**src/rtl/inst_fetch_unit_if.sv**
```systemverilog
// Memory read port and scheduler stream port of the instruction fetch unit.
// master = fetch unit side, slave = memory/scheduler side.
interface inst_fetch_unit_if #(
  parameter int ADDR_W = 32,
  parameter int INST_W = 64
);
  logic              mem_req;
  logic [ADDR_W-1:0] mem_addr;
  logic              mem_gnt;
  logic              mem_rvalid;
  logic [INST_W-1:0] mem_rdata;
  logic              inst_valid;
  logic [INST_W-1:0] inst_out;
  logic              inst_ready;

  modport master (
    output mem_req, mem_addr, inst_valid, inst_out,
    input  mem_gnt, mem_rvalid, mem_rdata, inst_ready
  );

  modport slave (
    input  mem_req, mem_addr, inst_valid, inst_out,
    output mem_gnt, mem_rvalid, mem_rdata, inst_ready
  );
endinterface

```
**src/rtl/inst_fetch_unit.sv**
```systemverilog
// Instruction fetch unit: credit-limited memory reads into a prefetch FIFO feeding the scheduler.
// Optional FETCH_PERF_CNT_EN adds saturating memory-stall and output-stall cycle counters.
module inst_fetch_unit #(
  parameter int ADDR_W     = 32,
  parameter int INST_W     = 64,
  parameter int FIFO_DEPTH = 8,
  parameter int CNT_W      = 16
) (
  input  logic              clk,
  input  logic              rst_n,
  input  logic              start,
  input  logic [ADDR_W-1:0] base_addr,
  input  logic [CNT_W-1:0]  inst_count,
  input  logic              abort,
  output logic              busy,
  output logic              done,
  output logic              aborted,
`ifdef FETCH_PERF_CNT_EN
  output logic [31:0]       perf_mem_stall,
  output logic [31:0]       perf_out_stall,
`endif
  inst_fetch_unit_if.master bus
);
  localparam int PTR_W = $clog2(FIFO_DEPTH);
  localparam int OCC_W = PTR_W + 1;
  localparam logic [ADDR_W-1:0] ADDR_STEP = ADDR_W'(INST_W / 8);

  typedef enum logic [2:0] {
    S_IDLE  = 3'd0,
    S_FETCH = 3'd1,
    S_DRAIN = 3'd2,
    S_DONE  = 3'd3,
    S_FLUSH = 3'd4
  } state_t;

  state_t            state_q, state_d;
  logic [ADDR_W-1:0] req_addr_q, req_addr_d;
  logic [CNT_W-1:0]  req_left_q, req_left_d;
  logic [OCC_W-1:0]  outst_q, outst_d;
  logic [OCC_W-1:0]  fifo_cnt_q;
  logic [PTR_W-1:0]  wr_ptr_q, rd_ptr_q;
  logic [INST_W-1:0] fifo_mem_q [FIFO_DEPTH];

  logic credit_ok_s, req_s, grant_s, flush_s, push_s, pop_s;

  // Entries already buffered plus reads in flight must leave room for one more response.
  assign credit_ok_s = ((OCC_W+1)'(fifo_cnt_q) + (OCC_W+1)'(outst_q)) < (OCC_W+1)'(FIFO_DEPTH);
  assign req_s       = (state_q == S_FETCH) && !abort && (req_left_q != '0) && credit_ok_s;
  assign grant_s     = req_s && bus.mem_gnt;
  assign flush_s     = abort && (state_q != S_IDLE);
  assign push_s      = bus.mem_rvalid && !flush_s && ((state_q == S_FETCH) || (state_q == S_DRAIN));
  assign pop_s       = bus.inst_valid && bus.inst_ready;

  assign bus.mem_req    = req_s;
  assign bus.mem_addr   = req_addr_q;
  assign bus.inst_valid = (fifo_cnt_q != '0);
  assign bus.inst_out   = fifo_mem_q[rd_ptr_q];
  assign busy           = (state_q != S_IDLE);
  assign done           = (state_q == S_DONE);
  assign aborted        = (state_q == S_FLUSH) && (outst_q == '0);

  // Next state, request address and remaining-count update.
  always_comb begin
    state_d    = state_q;
    req_addr_d = req_addr_q;
    req_left_d = req_left_q;
    if (flush_s && (state_q != S_FLUSH)) begin
      state_d = S_FLUSH;
    end else begin
      case (state_q)
        S_IDLE: begin
          if (start) begin
            req_addr_d = base_addr;
            req_left_d = inst_count;
            state_d    = (inst_count == '0) ? S_DONE : S_FETCH;
          end else begin
            state_d = S_IDLE;
          end
        end
        S_FETCH: begin
          if (grant_s) begin
            req_addr_d = req_addr_q + ADDR_STEP;
            req_left_d = req_left_q - CNT_W'(1);
            state_d    = (req_left_q == CNT_W'(1)) ? S_DRAIN : S_FETCH;
          end else begin
            state_d = S_FETCH;
          end
        end
        S_DRAIN: begin
          if ((outst_q == '0) && (fifo_cnt_q == '0)) begin
            state_d = S_DONE;
          end else begin
            state_d = S_DRAIN;
          end
        end
        S_DONE:  state_d = S_IDLE;
        S_FLUSH: begin
          if (outst_q == '0) begin
            state_d = S_IDLE;
          end else begin
            state_d = S_FLUSH;
          end
        end
        default: state_d = S_IDLE;
      endcase
    end
  end

  // Outstanding reads: grant adds one, response removes one, both together cancel.
  always_comb begin
    outst_d = outst_q;
    case ({grant_s, bus.mem_rvalid})
      2'b10:   outst_d = outst_q + OCC_W'(1);
      2'b01:   outst_d = outst_q - OCC_W'(1);
      default: outst_d = outst_q;
    endcase
  end

  // Control state registers.
  always_ff @(posedge clk or negedge rst_n) begin
    if (!rst_n) begin
      state_q    <= S_IDLE;
      req_addr_q <= '0;
      req_left_q <= '0;
      outst_q    <= '0;
    end else begin
      state_q    <= state_d;
      req_addr_q <= req_addr_d;
      req_left_q <= req_left_d;
      outst_q    <= outst_d;
    end
  end

  // Prefetch FIFO; abort empties it so discarded data never reaches the scheduler.
  always_ff @(posedge clk or negedge rst_n) begin
    if (!rst_n) begin
      wr_ptr_q   <= '0;
      rd_ptr_q   <= '0;
      fifo_cnt_q <= '0;
      for (int i = 0; i < FIFO_DEPTH; i++) fifo_mem_q[i] <= '0;
    end else if (flush_s) begin
      wr_ptr_q   <= '0;
      rd_ptr_q   <= '0;
      fifo_cnt_q <= '0;
    end else begin
      if (push_s) begin
        fifo_mem_q[wr_ptr_q] <= bus.mem_rdata;
        wr_ptr_q             <= wr_ptr_q + PTR_W'(1);
      end
      if (pop_s) rd_ptr_q <= rd_ptr_q + PTR_W'(1);
      case ({push_s, pop_s})
        2'b10:   fifo_cnt_q <= fifo_cnt_q + OCC_W'(1);
        2'b01:   fifo_cnt_q <= fifo_cnt_q - OCC_W'(1);
        default: fifo_cnt_q <= fifo_cnt_q;
      endcase
    end
  end

`ifdef FETCH_PERF_CNT_EN
  logic [31:0] perf_mem_q, perf_out_q;

  // Stall counters restart with each accepted start and stick at all-ones.
  always_ff @(posedge clk or negedge rst_n) begin
    if (!rst_n) begin
      perf_mem_q <= 32'd0;
      perf_out_q <= 32'd0;
    end else if ((state_q == S_IDLE) && start) begin
      perf_mem_q <= 32'd0;
      perf_out_q <= 32'd0;
    end else begin
      if (req_s && !bus.mem_gnt && (perf_mem_q != 32'hFFFF_FFFF)) perf_mem_q <= perf_mem_q + 32'd1;
      if (bus.inst_valid && !bus.inst_ready && (perf_out_q != 32'hFFFF_FFFF)) perf_out_q <= perf_out_q + 32'd1;
    end
  end

  assign perf_mem_stall = perf_mem_q;
  assign perf_out_stall = perf_out_q;
`endif

  inst_fetch_unit_chk #(.OCC_W(OCC_W)) u_chk (
    .clk    (clk),
    .rst_n  (rst_n),
    .rvalid (bus.mem_rvalid),
    .outst  (outst_q)
  );
endmodule

// Protocol checker: memory must never return data that was not requested.
module inst_fetch_unit_chk #(
  parameter int OCC_W = 4
) (
  input logic             clk,
  input logic             rst_n,
  input logic             rvalid,
  input logic [OCC_W-1:0] outst
);
  a_rvalid_has_credit: assert property (@(posedge clk) disable iff (!rst_n) rvalid |-> (outst != '0));
endmodule

```
**src/flat_wrapper.sv**
```systemverilog
// flat-port wrapper written by rule: the top's interface ports become plain ports
module inst_fetch_unit_flat 
#(
  parameter int ADDR_W     = 32,
  parameter int INST_W     = 64,
  parameter int FIFO_DEPTH = 8,
  parameter int CNT_W      = 16
)
  (clk, rst_n, start, base_addr, inst_count, abort, busy, done, aborted, bus_mem_req, bus_mem_addr, bus_inst_valid, bus_inst_out, bus_mem_gnt, bus_mem_rvalid, bus_mem_rdata, bus_inst_ready);
  inst_fetch_unit_if #(.ADDR_W(ADDR_W), .INST_W(INST_W)) bus_i ();
  input  logic clk;
  input  logic rst_n;
  input  logic start;
  input  logic [ADDR_W-1:0] base_addr;
  input  logic [CNT_W-1:0] inst_count;
  input  logic abort;
  output logic busy;
  output logic done;
  output logic aborted;
  output wire logic [$bits(bus_i.mem_req)-1:0] bus_mem_req;
  output wire logic [$bits(bus_i.mem_addr)-1:0] bus_mem_addr;
  output wire logic [$bits(bus_i.inst_valid)-1:0] bus_inst_valid;
  output wire logic [$bits(bus_i.inst_out)-1:0] bus_inst_out;
  input wire logic [$bits(bus_i.mem_gnt)-1:0] bus_mem_gnt;
  input wire logic [$bits(bus_i.mem_rvalid)-1:0] bus_mem_rvalid;
  input wire logic [$bits(bus_i.mem_rdata)-1:0] bus_mem_rdata;
  input wire logic [$bits(bus_i.inst_ready)-1:0] bus_inst_ready;
  assign bus_mem_req = bus_i.mem_req;
  assign bus_mem_addr = bus_i.mem_addr;
  assign bus_inst_valid = bus_i.inst_valid;
  assign bus_inst_out = bus_i.inst_out;
  assign bus_i.mem_gnt = bus_mem_gnt;
  assign bus_i.mem_rvalid = bus_mem_rvalid;
  assign bus_i.mem_rdata = bus_mem_rdata;
  assign bus_i.inst_ready = bus_inst_ready;
  inst_fetch_unit #(.ADDR_W(ADDR_W), .INST_W(INST_W), .FIFO_DEPTH(FIFO_DEPTH), .CNT_W(CNT_W)) u_core (.clk(clk), .rst_n(rst_n), .start(start), .base_addr(base_addr), .inst_count(inst_count), .abort(abort), .busy(busy), .done(done), .aborted(aborted), .bus(bus_i));
endmodule
```
**config.mk**
```make
export PLATFORM = sky130hd
export DESIGN_NAME = inst_fetch_unit_flat
export DESIGN_NICKNAME = d
export VERILOG_FILES = /design/src/rtl/inst_fetch_unit_if.sv /design/src/rtl/inst_fetch_unit.sv /design/src/flat_wrapper.sv
export SDC_FILE = /design/constraint.sdc
export NUM_CORES = 1
export LEC_CHECK = 0
export ABC_AREA = 1
export BUFFER_PORTS_ARGS = -buffer_cell sky130_fd_sc_hd__buf_2
export CELL_PAD_IN_SITES_DETAIL_PLACEMENT = 1
export CELL_PAD_IN_SITES_GLOBAL_PLACEMENT = 1
export CORE_MARGIN = 2
export CORE_UTILIZATION = 35
export CTS_CLUSTER_DIAMETER = 100
export DETAILED_ROUTE_END_ITERATION = 10
export PLACE_DENSITY = 0.73
export SKIP_CTS_REPAIR_TIMING = 1
export SLEW_MARGIN = 10
export SYNTH_ARGS = -nofsm -noshare
export SYNTH_HDL_FRONTEND = slang
export SYNTH_HIERARCHICAL = 1
export SYNTH_SLANG_ARGS = --single-unit
export TNS_END_PERCENT = 1
```
**constraint.sdc**
```tcl
create_clock -name clk -period 2.9 [get_ports clk]
set_input_delay 0.145 -clock clk [delete_from_list [all_inputs] [get_ports clk]]
set_output_delay 0.145 -clock clk [all_outputs]
set_load 0.03 [all_outputs]
```
# Word level (Yosys, flattened, before mapping)

Cells that the tools add are included.

Output and inout port bits: 101
Bits of input ports: 119
Register bits: 577

Multiplexer cells: 27
Bitwise gates (word level): 4
Equality and inequality tests: 12
Reduce and logical (&&, ||, !) cells: 29
Order comparisons: 4
Add/subtract/negate cells: 9

Operator list:

| cell                                                                  | number |
|---|---|
| 512-bit bitwise mux                                                   | 1 |
| 64-bit binary-select mux with 3-bit select                            | 1 |
| 64-bit demux with 3-bit select                                        | 1 |
| 64-bit two-way mux                                                    | 3 |
| 32-bit two-way mux                                                    | 2 |
| 32-bit case mux with 2 select lines                                   | 1 |
| 32-bit by 4-bit adder with 32-bit output (second input constant)      | 1 |
| 16-bit two-way mux                                                    | 2 |
| 16-bit case mux with 2 select lines                                   | 1 |
| 3-bit two-way mux                                                     | 8 |
| 16-bit by 1-bit == test with 1-bit output (second input constant)     | 1 |
| 16-bit logical NOT                                                    | 1 |
| 4-bit case mux with 2 select lines                                    | 2 |
| 16-bit nonzero test                                                   | 1 |
| 16-bit by 1-bit subtractor with 16-bit output (second input constant) | 1 |
| 1-bit logical AND                                                     | 12 |
| 3-bit case mux with 4 select lines                                    | 1 |
| 4-bit by 1-bit adder with 4-bit output (second input constant)        | 2 |
| 4-bit greater-or-equal comparator (second input constant)             | 2 |
| 4-bit logical NOT                                                     | 2 |
| 3-bit inverter with 4-bit output                                      | 2 |
| 2-bit nonzero test                                                    | 4 |
| 4-bit by 1-bit subtractor with 4-bit output (second input constant)   | 2 |
| 3-bit by 1-bit adder with 3-bit output (second input constant)        | 2 |
| 22 further kinds                                                      | 29 |

# Logic depth before layout (Yosys ltp)

Depth in word-level cells: 8
Mapped depth: 15
Gate-level depth less buffers: 15

# Worst setup path after synthesis

OpenSTA, ideal clock, no wires.

Path type: reg2reg
Start: reg u_core.fifo_cnt_q[0]
End: reg u_core.fifo_cnt_q[3]
Data arrival time: 2.301 ns
Setup slack: 0.482 ns
Setup time: 0.117 ns
Clock period less this slack: 2.418 ns
Data required time: 2.783 ns
Cell stages (with the launch flop): 14
Path through: dfrtp_1 -> inv_1 -> nand4_1 -> nand2_1 -> inv_1 -> nand2_1 -> inv_1 -> ha_1 -> a21oi_1 -> nand2_1 -> xor2_1 -> xor2_1 -> nand2_1 -> nand2_1

Longest elaborated chain between the ends: 5

RTL lines:

| element                                                                          | RTL line               | source |
|---|---|---|
| start, declared                                                                  | inst_fetch_unit.sv:40  | `logic [OCC_W-1:0] fifo_cnt_q;` |
| start signal, assigned                                                           | inst_fetch_unit.sv:152 | `2'b10: fifo_cnt_q <= fifo_cnt_q + OCC_W'(1);` |
| start signal, assigned                                                           | inst_fetch_unit.sv:153 | `2'b01: fifo_cnt_q <= fifo_cnt_q - OCC_W'(1);` |
| start signal, assigned                                                           | inst_fetch_unit.sv:154 | `default: fifo_cnt_q <= fifo_cnt_q;` |
| 4-bit nonzero test (*)                                                           | inst_fetch_unit.sv:56  | `assign bus.inst_valid = (fifo_cnt_q != '0);` |
| net bus_inst_valid                                                               | flat_wrapper.sv:22     | `output wire logic [$bits(bus_i.inst_valid)-1:0] bus_inst_valid;` |
| 1-bit logical AND (*)                                                            | inst_fetch_unit.sv:52  | `assign pop_s = bus.inst_valid && bus.inst_ready;` |
| 2-bit by 1-bit == test with 1-bit output / 2-bit == test (equally long branches) | inst_fetch_unit.sv:151 | `case ({push_s, pop_s})` |
| 4-bit case mux with 2 select lines                                               | inst_fetch_unit.sv:151 |  |
| 4-bit two-way mux                                                                | inst_fetch_unit.sv:141 | `end else if (flush_s) begin` |

Mark *: on every way through the listed nets, which the timed path passes. The rest lies on a longest branch.
A chain may end at the register's enable or synchronous reset.

# Final worst setup path

Start: reg u_core.rd_ptr_q[1]
End: out bus_inst_out[24]

Longest elaborated chain between the ends: 4

RTL lines:

| element                                                | RTL line               | source |
|---|---|---|
| start, declared                                        | inst_fetch_unit.sv:41  | `logic [PTR_W-1:0] wr_ptr_q, rd_ptr_q;` |
| start signal, assigned                                 | inst_fetch_unit.sv:150 | `if (pop_s) rd_ptr_q <= rd_ptr_q + PTR_W'(1);` |
| 3-bit inverter with 4-bit output (not written as such) | inst_fetch_unit.sv:57  | `assign bus.inst_out = fifo_mem_q[rd_ptr_q];` |
| 64-bit binary-select mux with 3-bit select             | inst_fetch_unit.sv:57  |  |
| 64-bit two-way mux (not written as such) (2 in series) | inst_fetch_unit.sv:57  |  |
| end, declared                                          | flat_wrapper.sv:23     | `output wire logic [$bits(bus_i.inst_out)-1:0] bus_inst_out;` |

No other way between the ends. The select of a mux whose other input is x is not followed.

==> metrics <==
syn avg cell area=7.964 um2; I/O pin cnt=220; CP required=2.76 ns; failing checks=hold timing; Detailed Route Iter0 Violations=1424; grt met2 use=36.61%; via count=24140; Final nets=3765; DR DRC count=0; list of most frequent post-synthesis cells=nand2_1, dfrtp_1, nor2_1; slowest CP cell=dfrtp_4; number of port buffers=219; crit-path cells=buf_16 -> o21ai_0 -> o32ai_1 -> nand2_1 -> nand2_1 -> buf_2; drt first pass iters=5; GRT Util Overall=21.43%; slew margin rel.=24.81%; FMAX=362.1 MHz; Mapped Nets=3548; Die H=282.7 um; layout cells sized above 1=11.20%; class of the most critical setup path=reg -> out; CP max FO=70; Final Skew=0.01263 ns; Routed Antenna Nets=0; Least-Margin Pin Slew=1.128 ns; clk_lat worst skew=0.61 ns; final slew viol count=0; Post-Syn Instances=3413; logic gate share of total power=40.4%; grt met3 use=2.552%; synth unique cells=40; Initial Util=35.20%; Yosys reg bits=577; crit path launch type=flop; clock share of power=26.6%; Final Cell Area=32750 um2; Avg WL per Cell=18.21 um; Finished Layout Cells=4720; peak supply drop=0.6639 mV; Tcrit/Tclk final=95.24%; main combinational cell family by area after synthesis=simple AND/OR/NAND/NOR gates; Synth area leaders=dfrtp_1, nand2_1, o21ai_0; complex-gate fraction of the synthesized area=17.09%; xor/xnor share of the synthesized area=0.6123%; row cnt=102; post-synthesis cell area=27180 um2; Synth async-reset ratio=100.0%; number of global-route vias before repair=24950; Worst path most repeated cell=nand2_1; Net Sw Power=14.07 mW; Worst path max stage delay=0.90 ns; synth-to-layout area growth=20.50%; largest area contributor in the netlist=dfrtp_1; Switching Share=42.39%; Leak=15.74 nW; Clock Path Buffers=3; Post-DP HPWL=48.71 mm; die outline area=79900 um2; min cycle time layout=2.762 ns; Hold Fails Final Rpt=44; Inst Count DP=4499; largest net degree at the start of global routing=129; main flop type after synthesis=dfrtp_1; first-pass GRT wire length=137.0 mm; Die W=282.7 um; Power Density=1014 nW/um2; CTS tree=yes; sequential element share of the synthesized area=53.12%; CTS HTree Levels=3; Final Wtd Congestion=0.8310; area of placed instances=29400 um2; number of enable flip-flop cells after synthesis=0; max cap viols=0; global route hottest layer=met2; antenna cell count=0; Worst-path clk slew=0.06 ns; post-synthesis simple-gate area fraction=22.67%; Hold Worst Slack=-0.03685 ns; Int Power=19.13 mW; top cell type's share of synthesized area=53.12%; post-synthesis mux area share=0.2210%; Root Buffer=clkbuf_16; Post-Synth Adder-Cell Area=0.7918%; final wirelength=85.94 mm; count leader, synth=nand2_1; part of the power in registers=33.0%; Num CTS Buffers=69; gr ovfl total=0; final setup violation count=0; min-delay worst type=in -> reg; Core Footprint=77210 um2; Vias per Instance=5.115; GR Util met1=28.67%; initial antenna violation count=1; clock sink count=577; Critical Path Sink Type=primary output; Arr. time, crit path=2.62 ns; yosys warns=6; Layout fillers=9268; status=complete, but fails checks
-- cell families after synthesis --
| family | count (synthesis) |
|---|---|
| AND/OR/NAND/NOR | 1606 |
| buffers and inverters | 364 |
| AO/OA/AOI/OAI | 825 |
| XOR/XNOR | 19 |
| adder cells (fa/ha/maj) | 16 |
| flip-flops | 577 |
| multiplexers | 6 |
-- path summary, 6_finish.rpt --
path	from	to	slack, ns	cells after the start
worst max-delay path	u_core/rd_ptr_q[1]	bus_inst_out[24]	0.14	6
worst min-delay path	bus_mem_rdata[62]	u_core/fifo_mem_q[446]	-0.04	3
worst max register to register	u_core/outst_q[3]	u_core/outst_q[3]	0.31	15
worst min register to register	u_core/bus.mem_addr[2]	u_core/bus.mem_addr[2]	0.47	2
max in group asynchronous	rst_n	u_core/fifo_mem_q[192]	1.79	3
min in group asynchronous	rst_n	u_core/bus.mem_addr[8]	0.11	2
-- stage by stage --
stage	power (mW)	TNS, ns	setup WS (ns)	hold slack [ns]	util [%]
floorplan	19.82	0	0.4821	-0.1506	-
CTS	33.39	-0.09535	-0.05533	-0.4690	41.06
global route	35.54	-0.04288	-0.02799	0.001798	42.42
finish	33.20	0	0.1382	-0.03685	42.42
global placement	24.03	0	0.3898	0.1812	38.08
detailed placement	24.32	0	0.3077	0.1716	38.08
-- state kept, by name, indices dropped and copies added (netlist names) --
| register | flops |
|---|---|
| u_core/bus.mem_addr | 32 |
| u_core/fifo_cnt_q | 4 |
| u_core/fifo_mem_q | 512 |
| u_core/outst_q | 4 |
| u_core/rd_ptr_q | 3 |
| u_core/req_left_q | 16 |
| u_core/state_q | 3 |
| u_core/wr_ptr_q | 3 |
-- routing by layer --
metal,vias up,share of wire [%],wire length [um]
li1,11630,-,-
met1,12050,47,40160
met2,347,48,41400
met3,121,3.0,2572
met4,0,2.1,1807
met5,-,0,0
-- power groups by stage --
stage / clock [mW] / sequential (mW) / combinational (mW)
after floorplan: 0 / 10.9 / 8.92
after global placement: 0 / 11.0 / 13.0
after detailed placement: 0 / 11.1 / 13.3
after CTS: 9.09 / 11.0 / 13.3
after global routing: 9.38 / 11.2 / 15.0
final: 8.84 / 10.9 / 13.4
-- area by class of cell --
class / instances / area [um2] / area share [%]
timing repair buffer: 374 / 2851 / 8.706
multi-input combinational: 2472 / 11320 / 34.55
sequential: 577 / 14450 / 44.12
clock inverter: 25 / 292.8 / 0.8939
tap: 1040 / 1301 / 3.973
inverter: 136 / 530.5 / 1.620
clock buffer: 96 / 2009 / 6.135
-- layout by cell type, fill, tap and decap left out, types with 14 or more instances in the layout --
| cell type | synthesis | final |
|---|---|---|
| a21oi_1 | 15 | 15 |
| buf_12 | 0 | 22 |
| buf_2 | 76 | 215 |
| buf_4 | 4 | 29 |
| clkbuf_16 | 0 | 70 |
| clkbuf_8 | 0 | 16 |
| dfrtp_1 | 577 | 574 |
| dlygate4sd3_1 | 0 | 99 |
| ha_1 | 14 | 14 |
| inv_1 | 133 | 132 |
| nand2_1 | 1057 | 1055 |
| nand3_1 | 45 | 41 |
| nor2_1 | 479 | 479 |
| o21ai_0 | 410 | 410 |
| o21ai_1 | 261 | 261 |
| o32ai_1 | 128 | 127 |
| xor2_1 | 16 | 16 |
-- worst max-delay path: cells and delay by family, from the launching register on --
family | cells | cell delay, ns
flip-flops | 1 | 0.90
buffers and inverters | 2 | 0.54
AO/OA/AOI/OAI | 2 | 0.28
AND/OR/NAND/NOR | 2 | 0.21
Power figures use the tool's default switching activity.
